`config.mk`:
```
export PLATFORM = sky130hd
export DESIGN_NAME = riscy_seq_ctrl
export DESIGN_NICKNAME = d
export VERILOG_FILES = /design/src/rtl/riscy_seq_ctrl.sv
export SDC_FILE = /design/constraint.sdc
export NUM_CORES = 1
export LEC_CHECK = 0
export CAP_MARGIN = 10
export CORE_MARGIN = 5
export CORE_UTILIZATION = 40
export DETAILED_ROUTE_END_ITERATION = 8
export DONT_BUFFER_PORTS = 1
export PLACE_DENSITY = 0.52
export RECOVER_POWER = 50
export SLEW_MARGIN = 40
export SYNTH_ARGS = -nofsm -noshare
export SYNTH_HDL_FRONTEND = slang
export SYNTH_SLANG_ARGS = --single-unit
```
`constraint.sdc`:
```
create_clock -name CLK -period 3 [get_ports CLK]
set_input_delay 0.6 -clock CLK [delete_from_list [all_inputs] [get_ports CLK]]
set_output_delay 0.6 -clock CLK [all_outputs]
set_load 0.01 [all_outputs]
```
`src/rtl/riscy_seq_ctrl.sv`:
```
// riscy_seq_ctrl: sequence controller for the RISCY core.
// Owns PC, IR and the phase FSM. Every strobe is a registered Moore output:
// the strobes for the next phase are decoded from the next state/IR and
// registered on the same edge as STATE, so they are valid for the whole phase.
//
// Handshakes: ROM_RDY and RAM_RDY are sampled on the rising edge while the
// matching select (ROM_CS or RAM_CS) is high; a high ready on that edge
// completes the access and the select drops on the same edge.
module riscy_seq_ctrl #(
  parameter  int DATA_W  = 8,
  parameter  int ADDR_W  = 7,
  parameter  int OPC_W   = 4,
  localparam int INSTR_W = OPC_W + 1 + ADDR_W + DATA_W
) (
  input  logic               CLK,
  input  logic               RST,
  input  logic [INSTR_W-1:0] INSTR,
  input  logic               ROM_RDY,
  input  logic               RAM_RDY,
  input  logic [3:0]         FLAGS_IN,
  output logic [ADDR_W-1:0]  PC,
  output logic               ROM_CS,
  output logic               ROM_OE,
  output logic [OPC_W-1:0]   IR_OPC,
  output logic               IR_IFLAG,
  output logic [ADDR_W-1:0]  IR_ADDR,
  output logic [DATA_W-1:0]  IR_IMM,
  output logic               RAM_CS,
  output logic               RAM_OE,
  output logic               RAM_WE,
  output logic               RDR_EN,
  output logic               A_EN,
  output logic               B_EN,
  output logic               ALU_EN,
  output logic               ALU_OE,
  output logic               PDR_EN,
  output logic               PORT_EN,
  output logic               PORT_RD,
  output logic               MUX_SEL,
  output logic [3:0]         FLAGS,
  output logic [2:0]         STATE,
  output logic               HALTED
);

  typedef enum logic [2:0] {
    S_FETCH   = 3'd0,
    S_DECODE  = 3'd1,
    S_OPERAND = 3'd2,
    S_EXECUTE = 3'd3,
    S_UPDATE  = 3'd4,
    S_HALT    = 3'd5
  } state_t;

  localparam logic [OPC_W-1:0] OP_LDA    = OPC_W'(4'h0);
  localparam logic [OPC_W-1:0] OP_LDB    = OPC_W'(4'h1);
  localparam logic [OPC_W-1:0] OP_ALU_LO = OPC_W'(4'h2);
  localparam logic [OPC_W-1:0] OP_ALU_HI = OPC_W'(4'h7);
  localparam logic [OPC_W-1:0] OP_STO    = OPC_W'(4'h8);
  localparam logic [OPC_W-1:0] OP_JMP    = OPC_W'(4'h9);
  localparam logic [OPC_W-1:0] OP_JZ     = OPC_W'(4'hA);
  localparam logic [OPC_W-1:0] OP_JC     = OPC_W'(4'hB);
  localparam logic [OPC_W-1:0] OP_IN     = OPC_W'(4'hC);
  localparam logic [OPC_W-1:0] OP_OUT    = OPC_W'(4'hD);
  localparam logic [OPC_W-1:0] OP_DIR    = OPC_W'(4'hE);
  localparam logic [OPC_W-1:0] OP_HLT    = OPC_W'(4'hF);

  state_t              state, nxt_state;
  logic [ADDR_W-1:0]   nxt_pc;
  logic [OPC_W-1:0]    nxt_opc;
  logic                nxt_iflag;
  logic [ADDR_W-1:0]   nxt_addr;
  logic [DATA_W-1:0]   nxt_imm;
  logic [3:0]          nxt_flags;
  logic                op_capture;
  logic                is_alu, taken;
  logic                d_rom_cs, d_rom_oe, d_ram_cs, d_ram_oe, d_ram_we, d_rdr_en;
  logic                d_a_en, d_b_en, d_alu_en, d_alu_oe, d_pdr_en, d_port_en, d_port_rd;
  logic                d_mux_sel, d_halted;

  assign is_alu = (IR_OPC >= OP_ALU_LO) && (IR_OPC <= OP_ALU_HI);
  assign taken  = (IR_OPC == OP_JMP) || ((IR_OPC == OP_JZ) && FLAGS[0]) ||
                  ((IR_OPC == OP_JC) && FLAGS[3]);
  assign STATE  = state;

  // Phase sequencing, IR load, flag capture and PC update.
  always_comb begin
    nxt_state  = state;
    nxt_pc     = PC;
    nxt_opc    = IR_OPC;
    nxt_iflag  = IR_IFLAG;
    nxt_addr   = IR_ADDR;
    nxt_imm    = IR_IMM;
    nxt_flags  = FLAGS;
    op_capture = 1'b0;
    case (state)
      S_FETCH: begin
        if (ROM_CS && ROM_RDY) begin
          {nxt_opc, nxt_iflag, nxt_addr, nxt_imm} = INSTR;
          nxt_state = S_DECODE;
        end
      end
      S_DECODE: begin
        if (!IR_IFLAG && ((IR_OPC <= OP_ALU_HI) || (IR_OPC == OP_IN)))
          nxt_state = S_OPERAND;
        else
          nxt_state = S_EXECUTE;
      end
      S_OPERAND: begin
        // RAM read completes first; the following cycle latches it into RDR.
        if (RDR_EN)
          nxt_state = S_EXECUTE;
        else if (RAM_RDY)
          op_capture = 1'b1;
      end
      S_EXECUTE: begin
        if (is_alu)
          nxt_flags = FLAGS_IN;
        if (IR_OPC == OP_HLT)
          nxt_state = S_HALT;
        else if ((IR_OPC != OP_STO) || RAM_RDY)
          nxt_state = S_UPDATE;
      end
      S_UPDATE: begin
        nxt_pc    = taken ? IR_ADDR : PC + ADDR_W'(1);
        nxt_state = S_FETCH;
      end
      S_HALT:  nxt_state = S_HALT;
      default: nxt_state = S_FETCH;
    endcase
  end

  // Strobe decode for the phase being entered, from next state and next IR.
  always_comb begin
    d_rom_cs  = 1'b0; d_rom_oe  = 1'b0; d_ram_cs  = 1'b0; d_ram_oe = 1'b0;
    d_ram_we  = 1'b0; d_rdr_en  = 1'b0; d_a_en    = 1'b0; d_b_en   = 1'b0;
    d_alu_en  = 1'b0; d_alu_oe  = 1'b0; d_pdr_en  = 1'b0; d_port_en = 1'b0;
    d_port_rd = 1'b0; d_mux_sel = 1'b0; d_halted  = 1'b0;
    case (nxt_state)
      S_FETCH: begin
        d_rom_cs = 1'b1;
        d_rom_oe = 1'b1;
      end
      S_OPERAND: begin
        if (op_capture) begin
          d_rdr_en = 1'b1;
        end else begin
          d_ram_cs = 1'b1;
          d_ram_oe = 1'b1;
        end
      end
      S_EXECUTE: begin
        d_mux_sel = ~nxt_iflag;
        if (nxt_opc == OP_LDA)
          d_a_en = 1'b1;
        else if (nxt_opc == OP_LDB)
          d_b_en = 1'b1;
        else if ((nxt_opc >= OP_ALU_LO) && (nxt_opc <= OP_ALU_HI))
          d_alu_en = 1'b1;
        else if (nxt_opc == OP_STO) begin
          d_alu_oe = 1'b1;
          d_ram_cs = 1'b1;
          d_ram_we = 1'b1;
        end else if (nxt_opc == OP_IN) begin
          d_port_rd = 1'b1;
          d_ram_cs  = 1'b1;
          d_ram_we  = 1'b1;
        end else if (nxt_opc == OP_OUT)
          d_port_en = 1'b1;
        else if (nxt_opc == OP_DIR)
          d_pdr_en = 1'b1;
      end
      S_HALT:  d_halted = 1'b1;
      default: ;
    endcase
  end

  // State, PC, IR, flags and all strobes; reset clears everything at once.
  always_ff @(posedge CLK or negedge RST) begin
    if (!RST) begin
      state   <= S_FETCH;
      PC      <= '0;
      IR_OPC  <= '0;
      IR_IFLAG <= 1'b0;
      IR_ADDR <= '0;
      IR_IMM  <= '0;
      FLAGS   <= '0;
      ROM_CS  <= 1'b0; ROM_OE  <= 1'b0; RAM_CS  <= 1'b0; RAM_OE  <= 1'b0;
      RAM_WE  <= 1'b0; RDR_EN  <= 1'b0; A_EN    <= 1'b0; B_EN    <= 1'b0;
      ALU_EN  <= 1'b0; ALU_OE  <= 1'b0; PDR_EN  <= 1'b0; PORT_EN <= 1'b0;
      PORT_RD <= 1'b0; MUX_SEL <= 1'b0; HALTED  <= 1'b0;
    end else begin
      state   <= nxt_state;
      PC      <= nxt_pc;
      IR_OPC  <= nxt_opc;
      IR_IFLAG <= nxt_iflag;
      IR_ADDR <= nxt_addr;
      IR_IMM  <= nxt_imm;
      FLAGS   <= nxt_flags;
      ROM_CS  <= d_rom_cs;  ROM_OE  <= d_rom_oe;  RAM_CS  <= d_ram_cs;
      RAM_OE  <= d_ram_oe;  RAM_WE  <= d_ram_we;  RDR_EN  <= d_rdr_en;
      A_EN    <= d_a_en;    B_EN    <= d_b_en;    ALU_EN  <= d_alu_en;
      ALU_OE  <= d_alu_oe;  PDR_EN  <= d_pdr_en;  PORT_EN <= d_port_en;
      PORT_RD <= d_port_rd; MUX_SEL <= d_mux_sel; HALTED  <= d_halted;
    end
  end

endmodule

```
==> results.ini <==
[yosys]
ys_async_sr_fraction_pct=100
synth_seq_cells=48
synth-simple-area-share_pct=17.9
synth_mux_area_share_pct=12.2
synth.distinct_cells=44
postSynthAreaPerCell_um2=11.2
synth-edff-count=0
synth_area_leader_cell=dfrtp_1
synthCells=200
synth_top_area_share_pct=53.6
synthFlopType=dfrtp_1
syn_nets=229
synth_compound_area_share_pct=9.83
synth_top_family_by_area=simple AND/OR/NAND/NOR gates
synth-xor-area-share_pct=0
ys_warn_count=0
syn_area_um2=2240
seq_area_frac_synth_pct=53.6
synth_fa_ha_area_share_pct=0.559
synth_top_cells_by_area=dfrtp_1 54%, mux2_2 9.1%, mux2i_1 2.7%

[cells_and_area]
layout_commonest_cell=dfrtp_1
area_delta_synth_final_pct=6.87
drive_above_1_share_pct=18.3
stdcell_area_um2=2390
final_cell_mix=48 x dfrtp_1, 18 x mux2_2, 12 x nand2_1
num-nets-final=225
fin_util_pct=43.7
antennaDiodeCount=0

[setup_path]
crit_buf_inv=1
critPathMaxFanout=11
crit_end=RAM_CS
reg2reg_depth=5
critPathLaunch=IR_OPC[0]
timing.reg2reg.setup_slack_ps=930
rr_startpoint=IR_OPC[0]
cp.depth=5
crit_family=simple AND/OR/NAND/NOR gates
crit_required_ps=3210
crit_chain=nor4b_1 > o31ai_2 > nor3_2 > inv_2 > a211oi_1
crit_slowest_cell=nor3_2
critPathKind=flip-flop to flip-flop
cp_slowest_stage_delay_ps=570
cp.arrival_ps=2280
crit_path_end_kind=flip-flop
r2r-end=RAM_CS
startpoint_type=flip-flop

[cts]
cts_sinks=48
cts_buffers=5
cts_root_buf=clkbuf_8
cts_max_level=2
clkTransAtPathRegs_ps=80
clk_latency_ps=290
cts_tree=done
clockBufferDepth=2

[job]
cap_violations=0

[timing]
fin_crit_ps=2070
tightest_slew_ps=745
hold_slack_ps=145
hold_violations=0
tns_ps=0
fin_crit_sh_pct=69.1
setup_viol=0
grt_setup_unrepaired=false
fmax_ghz=0.482
slew-limit-headroom_pct=50.1
skew_ps=2.59
drv_slew=0

[placed_design]
place_congestion=0.877
dp_hpwl_mm=3.74
postPlaceCellArea_um2=2260
io_buffer_count=0

[power_and_ir_drop]
power_frac_comb_pct=28.6
p_int_mw=1.47
power.density_nw_per_um2=1050
ir_drop_mv=0.341
power.switching_mw=1.04
p_seq_share_pct=53.4
switching_share_pct=41.3
clkPwrFrac_pct=18.0
p_leak_nw=1.04

[floorplan]
die-area_um2=7200
core_area_um2=5470
fp-row-count=27
die_x_um=84.8
start_util_pct=40.9
die_y_um=84.8
io_pins=77

[global_routing]
antenna_found_initial=0
grt_overflow_total=0
grt_max_degree=49
grt_pass1_vias=1559
grt_pass1_wl_mm=8.51
track_usage_pct=14.8

[detailed_routing]
vias=1515
first_iter_violations=68
avgRoutedWirePerCell_um=19.4
drtPass1Iterations=5
viasPerCell=5.63
post-route-drc-count=0
postRouteAntennaNets=0
drt-total-wl_mm=5.23

[status]
status=completed

[min_path]
hp-class=input pin to async pin

==> worst min path at each step <==
| stage | end | slack (ps) | cells after the start |
|---|---|---|---|
| 6_report | PC[2] | 150 | 1 |
| 5_1_grt | IR_ADDR[1] | 150 | 1 |
| 4_1_cts | IR_ADDR[1] | 150 | 1 |
| 3_5_place_dp | IR_ADDR[1] | 310 | 0 |
| 3_3_place_gp | IR_ADDR[1] | 310 | 0 |
| 2_1_floorplan | ALU_EN | 300 | 0 |
==> cell families (layout without fill, tap and decap cells) <==
logic type	after synthesis	after routing
AO/OA/AOI/OAI	32	32
adder cells (fa/ha/maj)	1	1
buffers and inverters	26	23
flip-flops	48	48
multiplexers	25	25
AND/OR/NAND/NOR	68	68
==> per-stage QoR <==
stage               cells  power [mW]  worst slack [ps]
finish                269        2.51               926
floorplan             200        1.90              1260
global route          269        2.69               704
detailed placement    260        2.06               945
CTS                   269        2.54               923
global placement      260        2.03              1010
==> per-layer routing <==
metal / global-route usage [%] / up-vias / part of all wire (%)
li1: - / 702 / -
met1: 18.5 / 742 / 41
met2: 23.2 / 67 / 48
met3: 6.31 / 4 / 9.9
met4: 4.75 / 0 / 1.2
met5: 0 / - / 0
==> synthesized netlist by cell type (2+ instances only) <==
master,instances
nor2_1,8
and3_1,6
buf_2,6
a22oi_1,5
buf_6,2
nor4b_1,2
nand3_1,5
a31oi_1,2
buf_4,3
dfrtp_1,48
mux2_2,18
mux2i_1,6
clkbuf_1,3
inv_1,11
nand4_1,3
nor3_1,6
o21ai_0,9
nand2b_1,5
nor2b_1,2
nand2_1,12
nor4_1,6
and2_1,4
nand3b_1,2
nor4b_2,2
a21oi_1,5
==> sequential cells by signal, indices dropped and copies added (netlist names), 3 cells and up <==
name / cells
FLAGS: 4
IR_ADDR: 7
IR_IMM: 8
IR_OPC: 4
PC: 7
STATE: 3
==> power by group through the flow <==
| stage | logic [mW] | clock network (mW) | registers (mW) |
|---|---|---|---|
| 2_1_floorplan | 0.717 | 0 | 1.18 |
| 3_3_place_gp | 0.685 | 0 | 1.35 |
| 3_5_place_dp | 0.705 | 0 | 1.35 |
| 4_1_cts | 0.719 | 0.469 | 1.35 |
| 5_1_grt | 0.812 | 0.490 | 1.39 |
| 6_report | 0.718 | 0.450 | 1.34 |
==> cell type report <==
| cell class | instances | area (µm²) |
|---|---|---|
| inverter | 12 | 45.0 |
| clock inverter | 2 | 35.0 |
| clock buffer | 6 | 72.6 |
| timing repair buffer | 3 | 42.5 |
| tap | 72 | 90.1 |
| fill | 522 | 3080 |
| sequential | 48 | 1200 |
| multi-input combinational | 126 | 907 |
==> timing repair <==
item / 4_1_cts / 5_1_grt
resized for setup: 0 / 0
hold buffers: 1 / 0
buffers inserted: 0 / 0
hold endpoints to repair: 48 / 0
Note: power is estimated with default switching activity, not from simulation.
